File: src/rtl/fetch_unit.sv
// IF stage of the 16-bit CPU: owns the PC, drives instruction memory and fills the
// IF/ID register, with stall, redirect, halt detection and a saturating fetch counter.
module fetch_unit #(
    parameter logic [15:0] RESET_PC    = 16'h0000,
    parameter int unsigned MEM_BYTES   = 128,
    parameter logic [3:0]  HALT_OPCODE = 4'hF
) (
    input  logic        Clock,
    input  logic        Reset,
    input  logic        Stall,
    input  logic        Redirect,
    input  logic [15:0] RedirectTarget,
    input  logic [15:0] Instruction,
    output logic [15:0] PCAddress,
    output logic [15:0] IFID_Instruction,
    output logic [15:0] IFID_PC,
    output logic [15:0] IFID_PCPlus2,
    output logic        IFID_Valid,
    output logic        Halted,
    output logic        MisalignFlag,
    output logic [15:0] FetchCount
);

    localparam logic [15:0] ADDR_MASK = 16'(MEM_BYTES - 1);

    typedef enum logic [1:0] {
        BOOT = 2'd0,
        RUN  = 2'd1,
        HALT = 2'd2
    } state_t;

    state_t      state, state_next;
    logic [15:0] pc, pc_next;
    logic [15:0] pc_plus2;
    logic [15:0] redirect_pc;
    logic [15:0] instr_next, ifid_pc_next, ifid_pc2_next, count_next;
    logic        valid_next, misalign_next;
    logic        is_halt_word;

    // Sequential fetch and redirect both wrap inside the memory and stay word aligned.
    assign pc_plus2     = (pc + 16'd2) & ADDR_MASK;
    assign redirect_pc  = RedirectTarget & ADDR_MASK & 16'hFFFE;
    assign is_halt_word = (Instruction[15:12] == HALT_OPCODE);

    assign PCAddress = pc;
    assign Halted    = (state == HALT);

    // NOTE: every variable gets a hold/default value before the case, so no path
    // through this block leaves one unassigned and no latch is inferred.
    always_comb begin
        state_next    = state;
        pc_next       = pc;
        instr_next    = IFID_Instruction;
        ifid_pc_next  = IFID_PC;
        ifid_pc2_next = IFID_PCPlus2;
        valid_next    = IFID_Valid;
        count_next    = FetchCount;
        misalign_next = 1'b0;

        case (state)
            BOOT: begin
                state_next = RUN;
            end

            RUN: begin
                if (Redirect) begin
                    pc_next       = redirect_pc;
                    valid_next    = 1'b0;
                    misalign_next = RedirectTarget[0];
                end else if (!Stall) begin
                    instr_next    = Instruction;
                    ifid_pc_next  = pc;
                    ifid_pc2_next = pc_plus2;
                    valid_next    = 1'b1;
                    count_next    = (FetchCount == 16'hFFFF) ? FetchCount : FetchCount + 16'd1;
                    pc_next       = pc_plus2;
                    if (is_halt_word) begin
                        state_next = HALT;
                    end
                end
            end

            HALT: begin
                // The halt may have been fetched down a mispredicted path; a redirect revives it.
                valid_next = 1'b0;
                if (Redirect) begin
                    pc_next       = redirect_pc;
                    misalign_next = RedirectTarget[0];
                    state_next    = RUN;
                end
            end

            default: begin
                state_next = BOOT;
            end
        endcase
    end

    // NOTE: state uses non-blocking assignments so every register samples
    // the pre-edge values computed above, independent of statement order.
    always_ff @(posedge Clock) begin
        if (Reset) begin
            state            <= BOOT;
            pc               <= RESET_PC;
            IFID_Instruction <= 16'h0000;
            IFID_PC          <= 16'h0000;
            IFID_PCPlus2     <= 16'h0000;
            IFID_Valid       <= 1'b0;
            MisalignFlag     <= 1'b0;
            FetchCount       <= 16'h0000;
        end else begin
            state            <= state_next;
            pc               <= pc_next;
            IFID_Instruction <= instr_next;
            IFID_PC          <= ifid_pc_next;
            IFID_PCPlus2     <= ifid_pc2_next;
            IFID_Valid       <= valid_next;
            MisalignFlag     <= misalign_next;
            FetchCount       <= count_next;
        end
    end

endmodule

File: config.mk
export PLATFORM = sky130hd
export DESIGN_NAME = fetch_unit
export DESIGN_NICKNAME = d
export VERILOG_FILES = /design/src/rtl/fetch_unit.sv
export SDC_FILE = /design/constraint.sdc
export NUM_CORES = 1
export LEC_CHECK = 0
export CAP_MARGIN = 20
export CELL_PAD_IN_SITES_DETAIL_PLACEMENT = 1
export CELL_PAD_IN_SITES_GLOBAL_PLACEMENT = 1
export CORE_MARGIN = 2
export CORE_UTILIZATION = 32
export CTS_CLUSTER_DIAMETER = 100
export DETAILED_ROUTE_END_ITERATION = 10
export HOLD_SLACK_MARGIN = 0.06
export MAX_ROUTING_LAYER = met4
export PLACE_DENSITY = 0.95
export SYNTH_ARGS = -nofsm -noshare
export SYNTH_HDL_FRONTEND = slang
export SYNTH_SLANG_ARGS = --single-unit
export TNS_END_PERCENT = 20
File: constraint.sdc
create_clock -name Clock -period 3.65 [get_ports Clock]
set_input_delay 0.73 -clock Clock [delete_from_list [all_inputs] [get_ports Clock]]
set_output_delay 0.73 -clock Clock [all_outputs]
set_load 0.05 [all_outputs]
Word level (Yosys, flattened, before mapping)
Index checks and enable logic that the tools add are counted.
{ "word_totals": {"regBits": 75, "in_bits": 36, "output_inout_bits": 83, "wordCells": 44} }
{ "op_classes": {"n_addsub": 2, "n_eq_ne": 9, "mux": 12, "n_bitwise": 4, "reduce_logical": 9} }
{ "op_table": {"columns": ["operator", "n"], "rows": [
  ["two-way mux 16 bit", 3],
  ["case mux 16 bit (2 select lines)", 1],
  ["adder 16 x 1 -> 16 bit, second input constant", 1],
  ["== test 16 bit, second input constant", 1],
  ["two-way mux 2 bit", 4],
  ["inequality test 2 bit, second input constant", 4],
  ["AND reduction 4 bit", 2],
  ["adder 7 x 2 -> 7 bit, second input constant", 1],
  ["case mux 2 bit (3 select lines)", 1],
  ["AND reduction 3 bit", 2],
  ["== test 4 bit, second input constant", 1],
  ["NOT 1 bit", 4],
  ["inequality test 3 bit, second input constant", 1],
  ["OR reduction 3 bit", 1],
  ["== test 2 x 1 -> 1 bit, second input constant", 1],
  ["== test 2 bit, second input constant", 1],
  ["logical NOT 2 bit", 1],
  ["two-way mux 1 bit", 2],
  ["case mux 1 bit (2 select lines)", 1],
  ["AND reduction 2 bit", 1],
  ["nonzero test 2 bit", 1],
  ["OR reduction 2 bit", 1]
]} }

Logic depth before layout (Yosys ltp)
Gate-level depths: netlist of the first run.
{ "depth": {"depth_word": 5, "mapped_depth": 7, "mapped_depth_nobuf": 6} }

Worst setup path after synthesis of the first run
OpenSTA, ideal clock, no wires.
{ "synth_timing": {"path_type": "reg-to-reg", "startpoint": "reg FetchCount[0]", "endpoint": "reg FetchCount[1]", "setup_ns": 0.070, "t_arrival_ns": 2.045, "required_time_ns": 3.580, "slack_ns": 1.535, "stages_incl_launch_ff": 8, "path_buffers": 2, "period_less_slack_ns": 2.115, "path_cell_list": "dfxtp_1 -> ha_1 -> nand4_1 -> nor4_2 -> buf_2 -> buf_4 -> o21ai_0 -> a21oi_1"} }
{ "synth_via": {"elab_chain_len": 3, "word_cells_on_any_way": 4, "cone_classes": "add/sub: 1; eq/ne: 1; bitwise: 1; reduce/logical: 1"} }
{ "synth_rtl": {"columns": ["element", "line_no", "source"], "rows": [
  ["start, declared", "21", "output logic [15:0] FetchCount"],
  ["start signal, assigned", "119", "FetchCount <= count_next;"],
  ["branches (longest 3 deep; another with adder 16 x 1 -> 16 bit)", null, null]
]} }
Parallel ways; which one is timed is not known.
A chain may end at the register's enable or synchronous reset.

Worst setup path in the final report of the first run
{ "layout_timing": {"startpoint": "reg state[0]", "endpoint": "out Halted"} }
{ "layout_via": {"elab_chain_len": 1} }
{ "layout_rtl": {"columns": ["element", "line_no", "source"], "rows": [
  ["start, declared", "32", "state_t state, state_next;"],
  ["start signal, assigned", "112", "state <= state_next;"],
  ["== test 2 bit", "46", "assign Halted = (state == HALT);"],
  ["end, declared", "19", "output logic Halted,"]
]} }
No other way between the ends.

==> impl_results.md, run 1 <==
* Status: complete, no violations
* Worst Path Max Fanout at 9
* Antenna violations before repair at 0
* Met3 Usage GRT at under 10%
* Final setup vio count at 0
* Unrepaired setup endpoints after global routing: false
* N_diodes at 0
* Top cells by area, synth: dfxtp_1 41%, buf_4 8.8%, a21oi_1 8.3%
* Die area at about 9000 um2
* Maxcap violations at 0
* Inserted Clock Buffers at 5
* Final Critical Period at between 2 and 3 ns
* Worst-Margin Slew at between 0.6 and 0.7 ns
* CTS Root Cell: clkbuf_8
* # port buffers at a little under 80
* CP Class: reg2out
* Fill cells at ~1,000
* Crit-path cells: inv_1 -> ha_1 -> clkdlybuf4s50_1
* Avg Cell Area, Syn at ~8 um2
* Switch share at roughly two fifths
* Most frequent cell after synthesis: nand2_1
* Num Clock Sinks at between 50 and 60
* Worst VDD drop at around 0.00027 V
* Most Crowded Layer GR: met2
* #FFs+latches synth at 54
* Layout cell share with drive strength beyond 1 at under 10%
* Main flop type after synthesis: dfxtp_1
* Max incr delay on CP at 0.87 ns
* Pleak at 0.00120 uW
* Grt ovf at 0
* Max Buffers Root-to-Sink at 2
* Yosys cell types at 44
* Grt met1 use at about a fifth
* Cell taking the most area after synthesis: dfxtp_1
* Hold Violations, Final at 0
* Power Density at approximately 500 nW/um2
* Yosys top cell area share at a little over 40%
* Largest net degree at the start of global routing at 31
* Core area at about 8000 um2
* Async SR Flop Fraction at 0%
* P_sw at about 720 uW
* Clock-pin slew on the worst setup and hold paths at around 0.10 ns
* Cell with the largest stage delay on the worst path: clkdlybuf4s50_1
* P&R area growth vs syn at 32.5%
* Final WS setup at approximately 0.93 ns
* Setup WS pre-CTS at between 0.8 and 0.9 ns
* CTS tree: built
* Vias in the first global route at about 2,500
* 1st-iter DRT viols at between 40 and 50
* Seq/Total Area, Yosys at approximately 41%
* Post-DP HPWL at between 5000 and 6000 um
* Setup_tns at 0 ns
* Boundary pin count at about 120
* Initial Util at 32.7%
* First-pass GRT wire length at between 10,000 and 15,000 um
* Total Routing Usage GR at between 15 and 20%
* Die height at roughly 95 um
* Worst path buffer plus inverter count at 2
* Hold Crit Class: reg2reg
* Cell family with most CP delay: buffers and inverters
* Max Fclk at around 370 MHz
* H-tree level count at 2
* Final Cycle Share at 74.4%
* Routed WL at about 7400 um
* Synth Instances at about 330
* DR vias/cell at between 5 and 6
* Wire per inst at approximately 15 um
* Synth warn at 0
* Part of the power in registers at 40.5%
* Clk_lat worst skew at around 0.33 ns
* Post-cts sizing count at 0
* Max Clock Skew at 0.00500 ns
* Startpoint Class: register
* DRC at 0
* WP data required at 2.92 ns
* Hold buffers post-CTS at 0
* Synthesized area at 2650 um2
* Floorplan row count at 33
* Via count at between 2,000 and 3,000
* TritonRoute pass-1 iters at 4
* Post-route ant nets at 0
* Crit path arrival time at ~2.0 ns
* Routability-driven placement congestion ratio at approximately 0.78
* Slew Limit Fails at 0
* Fin nets at 440
* Post-CTS Setup Bufs at 0
* Gate power share at 37.9%
* Crit end category: output port
* Clock Power Share at a little over a fifth
* Max_slew headroom at 53.1%
* GR Layer Usage met2 at between 30% and 40%
* Synth cell count leaders: 56 x nand2_1, 54 x dfxtp_1, 44 x a21oi_1
* Post-synth EDFFs at 0
* Pint at just over 1000 uW
* Die width at around 95 um
worst register-to-register path, cell delays in order, from the launching register on:
cell     delay [ns]
dfxtp_1        0.40
ha_1           0.24
nand4_1        0.13
nor4_2         0.67
buf_4          0.31
o21ai_0        0.11
a21oi_1        0.17
state kept, by name, indices dropped and copies added (netlist names):
| name | count |
|---|---|
| FetchCount | 16 |
| IFID_Instruction | 16 |
| IFID_PCPlus2 | 6 |
| IFID_PC | 6 |
| PCAddress | 6 |
| state | 2 |
| IFID_Valid | 1 |
| MisalignFlag | 1 |
power by group through the flow:
stage | Sequential, uW | Clock (uW) | Combinational (uW)
detailed placement | 718 | 0 | 661
floorplan | 862 | 0 | 337
CTS | 705 | 384 | 665
global placement | 712 | 0 | 637
finish | 704 | 376 | 659
global route | 714 | 407 | 711
cells in the final DEF, fill, tap and decap left out, drive strengths merged, types with 2 or more instances in the layout:
cell type / netlist / routed
nand3b: 3 / 3
nand3: 10 / 10
o221ai: 2 / 2
and4: 2 / 2
or4: 10 / 10
buf: 36 / 5
nand2: 56 / 56
nor3: 6 / 6
a21oi: 44 / 44
mux2: 2 / 2
o31ai: 10 / 10
or3: 5 / 5
xnor2: 3 / 3
a211oi: 3 / 3
dfxtp: 54 / 54
clkdlybuf4s50: 0 / 78
o21ai: 9 / 9
nand4: 6 / 6
nor2b: 3 / 3
and3: 3 / 3
nor2: 16 / 16
ha: 7 / 7
nor3b: 2 / 2
conb: 1 / 30
nor4: 2 / 2
clkbuf: 11 / 6
inv: 6 / 7
metal layers:
metal,routed length (um),share of wire (%)
met1,2970,40
met3,424,5.7
met4,96,1.3
met2,3930,53
met5,0,0
final cells by class:
| type | instances | area (um2) | share of cell area [%] |
|---|---|---|---|
| Timing Repair Buffer | 83 | 816 | 23.3 |
| Tap cell | 105 | 131 | 3.75 |
| Multi-Input combinational cell | 247 | 1350 | 38.6 |
| Inverter | 6 | 22.5 | 0.643 |
| Sequential cell | 54 | 1080 | 30.9 |
| Clock inverter | 2 | 16.3 | 0.464 |
| Clock buffer | 6 | 82.6 | 2.36 |
logic make-up (layout without fill, tap and decap cells):
logic type / count (synthesis) / after routing / synth area share, %
flops: 54 / 54 / 40.9
xor+xnor: 3 / 3 / 0.994
other cells: 1 / 30 / 0.142
buf+inv: 53 / 97 / 12.1
simple gates: 130 / 130 / 25.3
mux: 3 / 3 / 1.23
compound gates: 74 / 74 / 16.1
fa+ha+maj: 7 / 7 / 3.31
worst paths after layout:
path / from / end / slack [ns] / depth (start not counted)
worst max-delay path: state[0]$_SDFFE_PP0P_ / Halted / 0.93 / 3
worst min-delay path: IFID_Instruction[7]$_SDFFE_PP0P_ / IFID_Instruction[7]$_SDFFE_PP0P_ / 0.46 / 2
worst max register to register: FetchCount[0]$_SDFFE_PP0P_ / FetchCount[1]$_SDFFE_PP0P_ / 1.55 / 6
worst min register to register: IFID_Instruction[7]$_SDFFE_PP0P_ / IFID_Instruction[7]$_SDFFE_PP0P_ / 0.46 / 2
per-stage QoR:
step           total power, uW  cells  utilization (%)  area, um2  hold WS, ns
6_report                  1740    503             43.3       3500        0.462
5_1_grt                   1830    503             43.3       3500        0.485
4_1_cts                   1750    503             43.3       3500        0.463
3_5_place_dp              1380    495             42.1       3400        0.448
3_3_place_gp              1350    495             42.1       3400        0.441
2_1_floorplan             1200    354                -       2750        0.487
(Power assumes the default switching activity.)
==> run 2, diff against run 1 <==
--- a/config.mk
+++ b/config.mk
@@ -9,12 +9,12 @@
 export CELL_PAD_IN_SITES_DETAIL_PLACEMENT = 1
 export CELL_PAD_IN_SITES_GLOBAL_PLACEMENT = 1
 export CORE_MARGIN = 2
-export CORE_UTILIZATION = 32
+export CORE_UTILIZATION = 26
 export CTS_CLUSTER_DIAMETER = 100
 export DETAILED_ROUTE_END_ITERATION = 10
 export HOLD_SLACK_MARGIN = 0.06
 export MAX_ROUTING_LAYER = met4
-export PLACE_DENSITY = 0.95
+export PLACE_DENSITY = 0.85
 export SYNTH_ARGS = -nofsm -noshare
 export SYNTH_HDL_FRONTEND = slang
 export SYNTH_SLANG_ARGS = --single-unit
==> constraint.sdc (replaced) <==
create_clock -name Clock -period 2.25 [get_ports Clock]
set_input_delay 0.45 -clock Clock [delete_from_list [all_inputs] [get_ports Clock]]
set_output_delay 0.45 -clock Clock [all_outputs]
set_load 0.05 [all_outputs]
==> impl_results.md, run 2 (synthesis gave the netlist of run 1 again) <==
* Commonest non-fill, non-tap cell in the layout: clkdlybuf4s50_1
* Hold buffers post-CTS at 0
* Cell family with most CP delay: buffers and inverters
* Final Cycle Share at 93.4%
* Worst VDD drop at 0.000351 V
* Initial Util at between 20% and 30%
* 1st-iter DRT viols at 74
* Wire per inst at ~14 um
* Crit path arrival time at approximately 1.7 ns
* CTS tree: built
* Final Util at a little over a third
* Via count at ~2,500
* Inserted Clock Buffers at 5
* # port buffers at 79
* CP Class: reg2out
* Max Buffers Root-to-Sink at 2
* Final setup vio count at 0
* Worst Path Max Fanout at 8
* Hold Crit Class: reg2reg
* Routed WL at 7480 um
* Unrepaired setup endpoints after global routing: false
* Power Density at approximately 770 nW/um2
* N_diodes at 0
* DP Area at between 3000 and 4000 um2
* Layout cell share with drive strength beyond 1 at between 6 and 7%
* Post-CTS Setup Bufs at 0
* Core area at around 9800 um2
* H-tree level count at 2
* Vias in the first global route at between 2,000 and 3,000
* P&R area growth vs syn at 34.5%
* Post-route ant nets at 0
* Post-DP HPWL at approximately 5600 um
* Maxcap violations at 0
* Max Clock Skew at between 0.008 and 0.009 ns
* TritonRoute pass-1 iters at 4
* Clock-pin slew on the worst setup and hold paths at about 0.10 ns
* Num Clock Sinks at between 50 and 60
* Crit end category: output port
* Largest registers: FetchCount x16, IFID_Instruction x16
* Fill cells at approximately 1,200
* Max Fclk at 476 MHz
* Max incr delay on CP at roughly 0.86 ns
* Floorplan row count at 36
* Die height at 105 um
* First-pass GRT wire length at 12,200 um
* Pleak at 0.00121 uW
* CTS Root Cell: clkbuf_8
* Status: complete, no violations
* Hold Violations, Final at 0
* Final Critical Period at roughly 2.1 ns
* Fin nets at between 400 and 500
* Routability-driven placement congestion ratio at 0.810
* Max_slew headroom at about 48%
* Slew Limit Fails at 0
* Boundary pin count at 119
* Most frequent cells in the layout: 77 x clkdlybuf4s50_1, 56 x nand2_1, 54 x dfxtp_1
* Crit-path cells: clkdlybuf4s50_1
* DRC at 0
* Post-cts sizing count at 0
* WP data required at ~1.8 ns
* Clk_lat worst skew at 0.31 ns
* Die area at approximately 11,000 um2
* DR vias/cell at 4.69
* Tot Pwr at roughly 2800 uW
* Worst path buffer plus inverter count at 1
* Largest net degree at the start of global routing at 40
* Cell with the largest stage delay on the worst path: clkdlybuf4s50_1
* Antenna violations before repair at 0
* Startpoint Class: register
* Die width at around 100 um
* Total Routing Usage GR at about 14%
* Grt ovf at 0
* Final instance area at ~3600 um2
* Worst-Margin Slew at between 0.7 and 0.8 ns
## run 2: power by group
group          switching [uW]  internal [uW]
combinational             724            357
clock                     328            214
sequential               87.9           1050
## run 2: cell type report
class | count | area, um2 | share of cell area, %
multi-input combinational | 247 | 1350 | 38.0
sequential | 54 | 1080 | 30.4
timing repair buffer | 88 | 851 | 23.9
tap | 133 | 166 | 4.68
clock buffer | 5 | 68.8 | 1.93
inverter | 6 | 22.5 | 0.633
clock inverter | 2 | 15.0 | 0.422
## run 2: per-stage QoR
step	instances	hold WS, ns	setup TNS (ns)	setup WS [ns]
CTS	535	0.466	0	0.132
global placement	528	0.441	0	0.0267
floorplan	354	0.487	0	0.135
global route	535	0.488	0	0.0441
finish	535	0.463	0	0.149
detailed placement	528	0.450	-0.0118	-0.0118
## run 2: worst paths after layout
path | startpoint | end | slack (ns) | cells past startpoint
max reg2reg | state[1]$_SDFFE_PP0P_ | FetchCount[12]$_SDFFE_PP0P_ | 0.25 | 6
min reg2reg | IFID_Instruction[11]$_SDFFE_PP0P_ | IFID_Instruction[11]$_SDFFE_PP0P_ | 0.46 | 2
min | IFID_Instruction[11]$_SDFFE_PP0P_ | IFID_Instruction[11]$_SDFFE_PP0P_ | 0.46 | 2
max | FetchCount[11]$_SDFFE_PP0P_ | FetchCount[11] | 0.15 | 1
## run 2: worst register-to-register path: stages (launching register included)
cell and delay [ns]:
dfxtp_1 0.35, inv_1 0.12, ha_1 0.30, nor3b_4 0.32, nand4_1 0.17, a211oi_1 0.28, mux2_2 0.36
## run 2: per-layer routing
| metal | global-route usage, % | share of wire (%) |
|---|---|---|
| met3 | 3.18 | 4.8 |
| met1 | 16.3 | 43 |
| met4 | 2.48 | 0.79 |
| met5 | - | 0 |
| met2 | 24.4 | 51 |
==> run 3, diff against run 2 <==
--- a/config.mk
+++ b/config.mk
@@ -9,12 +9,13 @@
 export CELL_PAD_IN_SITES_DETAIL_PLACEMENT = 1
 export CELL_PAD_IN_SITES_GLOBAL_PLACEMENT = 1
 export CORE_MARGIN = 2
-export CORE_UTILIZATION = 26
+export CORE_UTILIZATION = 27
+export CTS_BUF_LIST = sky130_fd_sc_hd__clkbuf_4
 export CTS_CLUSTER_DIAMETER = 100
 export DETAILED_ROUTE_END_ITERATION = 10
 export HOLD_SLACK_MARGIN = 0.06
 export MAX_ROUTING_LAYER = met4
-export PLACE_DENSITY = 0.85
+export PLACE_DENSITY = 0.88
 export SYNTH_ARGS = -nofsm -noshare
 export SYNTH_HDL_FRONTEND = slang
 export SYNTH_SLANG_ARGS = --single-unit
==> impl_results.md, run 3 (synthesis gave the netlist of run 1 again) <==
* Crit path arrival time at around 1.7 ns
* Wire per inst at 13.7 um
* Power Density at 782 nW/um2
* Cell family with most CP delay: buffers and inverters
* Hold buffers post-CTS at 0
* Max_slew headroom at ~64%
* Final setup vio count at 0
* Worst Path Max Fanout at 8
* Max Buffers Root-to-Sink at 2
* 1st-iter DRT viols at 47
* Floorplan row count at 36
* Worst path buffer plus inverter count at 1
* Antenna violations before repair at 0
* Unrepaired setup endpoints after global routing: false
* CTS Root Cell: clkbuf_4
* # port buffers at approximately 80
* Hold Worst Slack at between 0.4 and 0.5 ns
* Reg2Reg Launch Point: state[1]$_SDFFE_PP0P_
* Status: complete, no violations
* Num Clock Sinks at 54
* Max incr delay on CP at 0.85 ns
* Post-route ant nets at 0
* Crit end category: output port
* Cell with the largest stage delay on the worst path: clkdlybuf4s50_1
* Hold Crit Endpoint: IFID_Instruction[3]$_SDFFE_PP0P_
* P&R area growth vs syn at 35.7%
* First-pass GRT wire length at ~12,000 um
* Setup WS pre-CTS at -0.0544 ns
* Total Routing Usage GR at between 10% and 20%
* Routability-driven placement congestion ratio at around 0.79
* Worst VDD drop at between 0.0003 and 0.0004 V
* Clock-pin slew on the worst setup and hold paths at approximately 0.16 ns
* Routed WL at between 7000 and 8000 um
* DRC at 0
* Boundary pin count at 119
* Final Cycle Share at 96.8%
* Die height at 103 um
* Largest registers: FetchCount x16, IFID_Instruction x16
* Maxcap violations at 0
* WP data required at between 1.5 and 2 ns
* Startpoint Class: register
* Crit-path cells: clkdlybuf4s50_1
* Vias in the first global route at between 2,000 and 3,000
* Post-DP HPWL at 5610 um
* DR vias/cell at around 4.7
* Flop-to-flop setup slack at approximately 0.37 ns
* Initial Util at between 20% and 30%
* H-tree level count at 2
* Max Fclk at about 460 MHz
* Fill cells at 1,185
* Clk_lat worst skew at 0.38 ns
* Largest net degree at the start of global routing at 31
* R2r endpoint: FetchCount[12]$_SDFFE_PP0P_
* Hold Crit Class: reg2reg
* Via count at 2,528
* Worst-Margin Slew at 0.534 ns
* Hold Violations, Final at 0
* Final Critical Period at ~2.2 ns
* Layout cell share with drive strength beyond 1 at 7.37%
* Hold depth at 2
* Die area at approximately 11,000 um2
* Commonest non-fill, non-tap cell in the layout: clkdlybuf4s50_1
* CP Class: reg2out
* N_diodes at 0
* Die width at 103 um
* Most frequent cells in the layout: 76 x clkdlybuf4s50_1, 56 x nand2_1, 54 x dfxtp_1
* CTS tree: built
* Post-cts sizing count at 0
* Slew Limit Fails at 0
* Worst hold start: IFID_Instruction[3]$_SDFFE_PP0P_
* TritonRoute pass-1 iters at 4
* Final WS setup at 0.0730 ns
* Max Clock Skew at a little over 0.007 ns
* Fin nets at 449
* Grt ovf at 0
* Pleak at 0.00126 uW
* Inserted Clock Buffers at 5
* Worst Reg2Reg Path Length in Cells at 6
* Core area at ~9600 um2
* Post-CTS Setup Bufs at 0
run 3: final cells by class:
| class | count | area, um2 | area share, % |
|---|---|---|---|
| sequential | 54 | 1080 | 30.1 |
| clock inverter | 3 | 43.8 | 1.22 |
| multi-input combinational | 247 | 1350 | 37.7 |
| tap | 133 | 166 | 4.64 |
| clock buffer | 5 | 37.5 | 1.05 |
| inverter | 6 | 22.5 | 0.628 |
| timing repair buffer | 92 | 883 | 24.6 |
run 3: worst max-delay path by stage:
stage,from,end,slack (ns),depth (start not counted)
finish,FetchCount[2]$_SDFFE_PP0P_,FetchCount[2],0.07,1
global route,FetchCount[3]$_SDFFE_PP0P_,FetchCount[3],0.009,1
CTS,FetchCount[2]$_SDFFE_PP0P_,FetchCount[2],0.05,1
detailed placement,Redirect,FetchCount[12]$_SDFFE_PP0P_,-0.05,5
global placement,Redirect,FetchCount[12]$_SDFFE_PP0P_,0.03,5
floorplan,FetchCount[0]$_SDFFE_PP0P_,FetchCount[1]$_SDFFE_PP0P_,0.13,7
run 3: per-stage QoR:
step	TNS [ns]	instance area, um2	total power [uW]	std cells	utilization, %
6_report	0	3590	2810	540	37.2
3_5_place_dp	-0.0696	3500	2270	532	36.4
4_1_cts	0	3590	2850	540	37.2
2_1_floorplan	0	2750	1940	354	-
5_1_grt	0	3590	2990	540	37.2
3_3_place_gp	0	3500	2230	532	36.4
run 3: metal layers:
metal | global-route usage, % | wire length, um | up-vias
met2 | 25.9 | 3740 | 81
met4 | 3.64 | 92 | 0
met5 | - | 0 | -
met1 | 17.4 | 3100 | 1195
met3 | 3.39 | 461 | 11
li1 | - | - | 1241
run 3: where the power goes:
part           internal (uW)  switching [uW]
Combinational            376             734
Sequential              1050            78.8
Clock                    237             335
